### src/rtl/mips_loader_mem.sv
// Memory-side responder for the multicycle mips core: byte RAM plus STATUS/IO
// registers at the top of the address map, with a boot loader that fills RAM
// and holds the core in reset until the load completes.
module mips_loader_mem #(
  parameter int unsigned WIDTH = 8
) (
  input  logic             clk,
  input  logic             rst,
  input  logic [WIDTH-1:0] adr,
  input  logic [WIDTH-1:0] writedata,
  input  logic             memread,
  input  logic             memwrite,
  output logic [WIDTH-1:0] memdata,
  input  logic             ld_valid,
  input  logic [WIDTH-1:0] ld_data,
  input  logic             ld_last,
  output logic             ld_ready,
  output logic             cpu_rst,
  output logic [WIDTH-1:0] io_out,
  output logic             io_strobe
);

  localparam int unsigned    RAM_SIZE     = (2 ** WIDTH) - 2;
  localparam logic [WIDTH-1:0] ADR_IO       = '1;
  localparam logic [WIDTH-1:0] ADR_STATUS   = ADR_IO - WIDTH'(1);
  localparam logic [WIDTH-1:0] ADR_RAM_LAST = ADR_IO - WIDTH'(2);

  typedef enum logic {
    LOAD = 1'b0,
    RUN  = 1'b1
  } state_t;

  state_t           state_q;
  state_t           state_d;
  logic [WIDTH-1:0] ptr_q;
  logic [WIDTH-1:0] ld_count_q;
  logic [WIDTH-1:0] ram [RAM_SIZE];

  logic             load_act;
  logic             ld_fire;
  logic             run_act;
  logic             core_wr;
  logic             adr_is_ram;

  // Loader is open only out of reset and while loading; reset closes it at once.
  assign load_act   = rst && (state_q == LOAD);
  assign ld_fire    = load_act && ld_valid;
  assign run_act    = rst && (state_q == RUN);
  assign core_wr    = run_act && memwrite;
  assign adr_is_ram = (adr <= ADR_RAM_LAST);

  // State register.
  always_ff @(posedge clk) begin
    if (!rst) begin
      state_q <= LOAD;
    end else begin
      state_q <= state_d;
    end
  end

  // Next state and state-derived outputs; load ends on last byte or full RAM.
  always_comb begin
    state_d  = state_q;
    ld_ready = 1'b0;
    cpu_rst  = 1'b0;
    case (state_q)
      LOAD: begin
        ld_ready = rst;
        if (ld_fire && (ld_last || (ptr_q == ADR_RAM_LAST))) begin
          state_d = RUN;
        end
      end
      RUN: begin
        cpu_rst = 1'b1;
      end
      default: begin
        state_d = LOAD;
      end
    endcase
  end

  // Load pointer and saturating loaded-byte count.
  always_ff @(posedge clk) begin
    if (!rst) begin
      ptr_q      <= '0;
      ld_count_q <= '0;
    end else if (ld_fire) begin
      ptr_q <= ptr_q + WIDTH'(1);
      if (ld_count_q != ADR_STATUS) begin
        ld_count_q <= ld_count_q + WIDTH'(1);
      end
    end
  end

  // RAM write port, shared by loader (LOAD) and core (RUN); never reset.
  always_ff @(posedge clk) begin
    if (ld_fire) begin
      ram[ptr_q] <= ld_data;
    end else if (core_wr && adr_is_ram) begin
      ram[adr] <= writedata;
    end
  end

  // IO port register and its one-cycle write strobe.
  always_ff @(posedge clk) begin
    if (!rst) begin
      io_out    <= '0;
      io_strobe <= 1'b0;
    end else begin
      io_strobe <= core_wr && (adr == ADR_IO);
      if (core_wr && (adr == ADR_IO)) begin
        io_out <= writedata;
      end
    end
  end

  // Zero-latency read mux; returns pre-edge contents on a simultaneous write.
  always_comb begin
    memdata = '0;
    if (run_act && memread) begin
      if (adr == ADR_IO) begin
        memdata = io_out;
      end else if (adr == ADR_STATUS) begin
        memdata = ld_count_q;
      end else begin
        memdata = ram[adr];
      end
    end
  end

endmodule

### config.mk
export PLATFORM = sky130hd
export DESIGN_NAME = mips_loader_mem
export DESIGN_NICKNAME = d
export VERILOG_FILES = /design/src/rtl/mips_loader_mem.sv
export SDC_FILE = /design/constraint.sdc
export NUM_CORES = 2
export LEC_CHECK = 0
export CAP_MARGIN = 0
export CORE_ASPECT_RATIO = 1.25
export CORE_MARGIN = 2
export CORE_UTILIZATION = 35
export CTS_BUF_LIST = sky130_fd_sc_hd__clkbuf_4
export CTS_CLUSTER_SIZE = 28
export DETAILED_ROUTE_END_ITERATION = 8
export PLACE_DENSITY = 0.48
export SLEW_MARGIN = 30
export SYNTH_ARGS = -nofsm -noshare
export SYNTH_HDL_FRONTEND = slang
export SYNTH_SLANG_ARGS = --single-unit
export TNS_END_PERCENT = 30
### constraint.sdc
create_clock -name clk -period 5.55 [get_ports clk]
set_input_delay 0.555 -clock clk [delete_from_list [all_inputs] [get_ports clk]]
set_output_delay 0.555 -clock clk [all_outputs]
set_load 0.01 [all_outputs]
Word-level counts from Yosys, hierarchy flattened
Memories as Yosys holds them, arrays and structs flattened.
Cells that the tools add are included.
{ "op_classes": {"n_lt_le_gt_ge": 1, "muxes": 15, "add_sub_neg": 2, "n_reduce_logical": 11, "n_bitwise": 1, "eq_ne": 4} }
{ "op_table": {"columns": ["operator", "n"], "rows": [
  ["2-to-1 mux 8 bit", 5],
  ["equality test 8 bit (second input constant)", 3],
  ["adder 8 x 1 -> 8 bit (second input constant)", 2],
  ["2-to-1 mux 1 bit", 10],
  ["less-or-equal comparator 8 bit (second input constant)", 1],
  ["logical AND 1 bit", 8],
  ["inequality test 8 bit (second input constant)", 1],
  ["OR reduction 8 bit", 1],
  ["AND reduction 2 bit", 1],
  ["logical OR 1 bit", 1],
  ["inverter 1 bit", 1]
]} }
{ "word_totals": {"mem_count": 1, "word_cells": 40, "regBits": 26, "mem_bits_rw": 2032, "inputBits": 30, "output_inout_bits": 19} }
{ "mem_list": {"columns": ["memory", "words", "word_bits", "rd", "rd_ports_with_merged_regs", "wr", "line", "rtl"], "rows": [
  ["ram", 254, 8, 1, 0, 1, "37", "logic [WIDTH-1:0] ram [RAM_SIZE];"]
]} }

Depth between registers and ports, before layout
{ "depth": {"word_depth": 8, "mapped_depth": 15, "depth_no_buf": 7} }

Worst setup path before layout
OpenSTA, ideal clock, no wires.
{ "synth_timing": {"kind": "input to register", "startpoint": "input adr[6]", "endpoint": "memory ram[0][0] (data pin)", "setup_slack_ns": -0.240, "setup_ns": 0.818, "cell_stages": 8, "required_ns": 4.732, "arrival_time_ns": 4.973, "path_cell_list": "and4_1 clkbuf_1 nand3_1 nand2_1 clkbuf_1 buf_1 nand2_1 nand2_1"} }
{ "synth_via": {"elab_chain_len": 7} }
{ "synth_lines": {"columns": ["item", "line", "rtl"], "rows": [
  ["start: declaration", "9", "input logic [WIDTH-1:0] adr,"],
  ["less-or-equal comparator 8 bit", "50", "assign adr_is_ram = (adr <= ADR_RAM_LAST);"],
  ["logical AND 1 bit", "99", "end else if (core_wr && adr_is_ram) begin"],
  ["2-to-1 mux 1 bit", "99", null],
  ["2-to-1 mux 1 bit", "97", "if (ld_fire) begin"],
  ["2-to-1 mux 1 bit (implied by the code)", "100", "ram[adr] <= writedata;"],
  ["OR reduction 8 bit (no line)", null, null],
  ["2-to-1 mux 8 bit (no line)", null, null],
  ["end: declaration", "37", null]
]} }
No other way between the ends.

Worst setup path in the final report
{ "layout_timing": {"startpoint": "input adr[0]", "endpoint": "output memdata[0]"} }
{ "layout_via": {"elab_chain_len": 4} }
{ "layout_lines": {"columns": ["item", "line", "rtl"], "rows": [
  ["memory read (254 x 8 bit) or equality test 8 bit (tied branches)", null, null],
  ["2-to-1 mux 8 bit", "123", "end else if (adr == ADR_STATUS) begin"],
  ["2-to-1 mux 8 bit *", "121", "if (adr == ADR_IO) begin"],
  ["2-to-1 mux 8 bit *", "120", "if (run_act && memread) begin"],
  ["end: declaration", "13", "output logic [WIDTH-1:0] memdata,"]
]} }
Every way passes the cells marked *; elsewhere a longest branch is shown, timed or not.

==> flow_metrics.tcl <==
set metrics [dict create \
    fp.dieArea_um2 234000 \
    worstSetupEndpointType "output pin" \
    syn_nets 3915 \
    critPathLaunchType "input port" \
    antenna_found_initial 7 \
    clk_path_buf_depth 4 \
    min_period_ns 5.36 \
    synth_edf_count 2032 \
    hp-class "input port to flip-flop" \
    timing.final.crit_share_pct 96.6 \
    drive_above_1_share_pct 36.2 \
    setup_ws_ns 0.187 \
    clkPwrFrac_pct 40.8 \
    grt_pass1_wl_um 342000 \
    dr.first_iter.drc_count 3727 \
    drtAntennaViolNets 0 \
    grt_pass1_vias 45121 \
    synth_area_um2 80500 \
    multi_input_area_um2 18100 \
    slew-limit-headroom_pct 34.3 \
    die_x_um 433 \
    gp_congestion 0.875 \
    status "finished, final reports clean" \
    htree_levels 6 \
    postSynth.asyncResetShare_pct 0 \
    dp_slack_ns -0.0460 \
    cts.clk_slew.worst_paths_ns 0.07 \
    grt_setup_unrepaired "false" \
    fmax_mhz 186 \
    grtUsageTotal_pct 20.8 \
    drv_slew 0 \
    cts_root_buffer "clkbuf_4" \
    hold_violations 0 \
    synth_warnings 0 \
    core-area_um2 228000 \
    netlist.area_leader.share_pct 75.8 \
    syn-instance-count 3881 \
    leakage_nw 30.7 \
    die_y_um 540 \
    vias 42722 \
    slowest_delay_ns 0.51 \
    routedWlPerCell_um 29.9 \
    p_comb_share_pct 5.6 \
    ios 49 \
    ys_seq_area_share_pct 76.4 \
    synth_common_cells "edfxtp_1 (2032), mux4_2 (502), nor2_1 (302)" \
    netlist-cell-type-count 62 \
    ys.flop_type "edfxtp_1" \
    fillers 20513 \
    fin_worst_skew_ns 0.0982 \
    crit_slowest_cell "mux4_2" \
    intPower_w 0.0247 \
    power.share.sequential_pct 53.7 \
    peakVddDrop_mv 0.139 \
    cts_buffers 536 \
    yosys-top-cells-area "edfxtp_1 (76%), mux4_2 (14%), mux2i_1 (1.9%), nor2_1 (1.4%), nand2_1 (0.71%)" \
    rows 196 \
    nets 4740 \
    crit_path_max_fanout 32 \
    worst_ep_arrival_time_ns 4.81 \
    switchingPower_w 0.00728 \
    fin_total_pwr_w 0.0320 \
    numPortBuffers 48 \
    syn_to_final_growth_pct 17.5 \
    dpl.hpwl_um 159000 \
    register_area_um2 61500 \
    first_pass_iters 6 \
    cts_tree "yes" \
    power.density_nw_per_um2 338 \
    clkLatencyLatePin_ns 1.26 \
    synth_top_area_cell "edfxtp_1" \
    postCtsSetupBuffers 0 \
    critPathRequiredTime_ns 4.99 \
    post_drt_via_cell_ratio 5.26 \
    grt_max_degree 121 \
    avgSynthCellArea_um2 20.7 \
    ys_ff_latch 2058 \
    crit_chain "buf_12, buf_12, buf_12, buf_4, mux4_2, mux4_2, mux2i_1, buf_4, nor3_1, a211oi_1, o311ai_2, buf_12, clkdlybuf4s50_1" \
    grt_overflow 0 \
    drcViolationCount 0 \
    drv_cap 0 \
    critical_path_class "input port to output pin" \
    finalSetupViolCount 0 \
    utilization_pct 41.5 \
    worst_pin_slew_ns 0.986 \
    cts_sinks 2058 \
    start_util_pct 35.3 \
    cp_common_cell "buf_12" \
    switching_share_pct 22.8 \
    drt_wl_total_um 243000 \
    synth.most_common_cell "edfxtp_1" \
]
[routing by layer]
metal / global-route usage (%) / wire length, um / vias up
met2: 35.6 / 124000 / 1517
met3: 3.64 / 13000 / 453
met1: 25.4 / 94800 / 22672
met5: 0 / 8 / -
li1: - / - / 18078
met4: 9.65 / 11200 / 2
[power by group through the flow]
stage                     clock network (W)  logic, W  registers (W)
after floorplan                           0  0.000951         0.0175
after global placement                    0   0.00180         0.0175
after detailed placement                  0   0.00181         0.0175
after CTS                            0.0135   0.00182         0.0172
after global routing                 0.0142   0.00188         0.0172
final                                0.0130   0.00178         0.0172
[logic make-up after synthesis]
group,synth area share (%)
adders and majority gates,0.0622
muxes,16.3
xor gates and xnor gates,0.131
DFF,76.4
AOI/OAI and AO/OA,2.44
buffers and inverters,1.43
and+or+nand+nor,3.19
[layout make-up]
cell class	count	share of cell area, %
Antenna cell	8	0.0212
Clock buffer	740	5.87
Clock inverter	136	1.08
Inverter	11	0.0489
Multi-Input combinational cell	1585	19.1
Sequential cell	2058	65.0
Tap cell	3069	4.06
Timing Repair Buffer	514	4.75
[critical path: cells and delay by family]
family	cells	cell delay, ns
compound gates	2	0.71
buf+inv	7	1.93
mux	3	1.40
simple gates	1	0.06
[final timing paths]
kind	slack [ns]	from	end	cells past startpoint
max	0.19	adr[0]	memdata[0]	13
min	0.19	writedata[4]	io_out[4]	3
max reg2reg	1.53	state_q	ram[38][0]	6
min reg2reg	0.52	ld_count_q[5]	ld_count_q[5]	2
[registers in the layout, summed over array words and instances, names as in the netlist]
name        flops
io_out          8
ld_count_q      8
ram          2032
io_strobe       1
ptr_q           8
state_q         1
[metrics by stage]
| stage | instance area, um2 | hold WS [ns] | setup TNS (ns) | instances |
|---|---|---|---|---|
| 3_3_place_gp | 87900 | 0.499 | -0.874 | 7228 |
| 6_report | 94600 | 0.195 | 0 | 8121 |
| 3_5_place_dp | 88000 | 0.512 | -0.0590 | 7232 |
| 2_1_floorplan | 80500 | 0.478 | 0 | 3881 |
| 4_1_cts | 94600 | 0.0229 | 0 | 8113 |
| 5_1_grt | 94600 | 0.0848 | 0 | 8118 |
[layout by cell type, fill, tap and decap left out, drive strengths merged, types with 7 or more instances in the layout]
master / instances
clkdlybuf4s50: 42
nand4: 8
o22ai: 16
diode: 8
a22oi: 55
nor4: 9
a221oi: 14
nor3: 27
clkbuf: 740
mux4: 502
dfxtp: 26
and2: 19
xnor2: 9
mux2: 24
a211oi: 7
nand2: 152
edfxtp: 2032
bufinv: 17
a2111oi: 13
a21boi: 10
nor2: 302
inv: 24
buf: 467
nand2b: 14
o21ai: 38
mux2i: 156
a21oi: 57
nor2b: 13
clkinv: 101
o211ai: 7
a31oi: 21
and3: 7
nand3: 26
[repair_timing]
item | in CTS | in global routing
resized for setup | 4 | 0
hold endpoints to repair | 5 | 0
endpoints found under the setup margin | 3 | 0
hold buffers | 5 | 0
(Power assumes the default switching activity.)
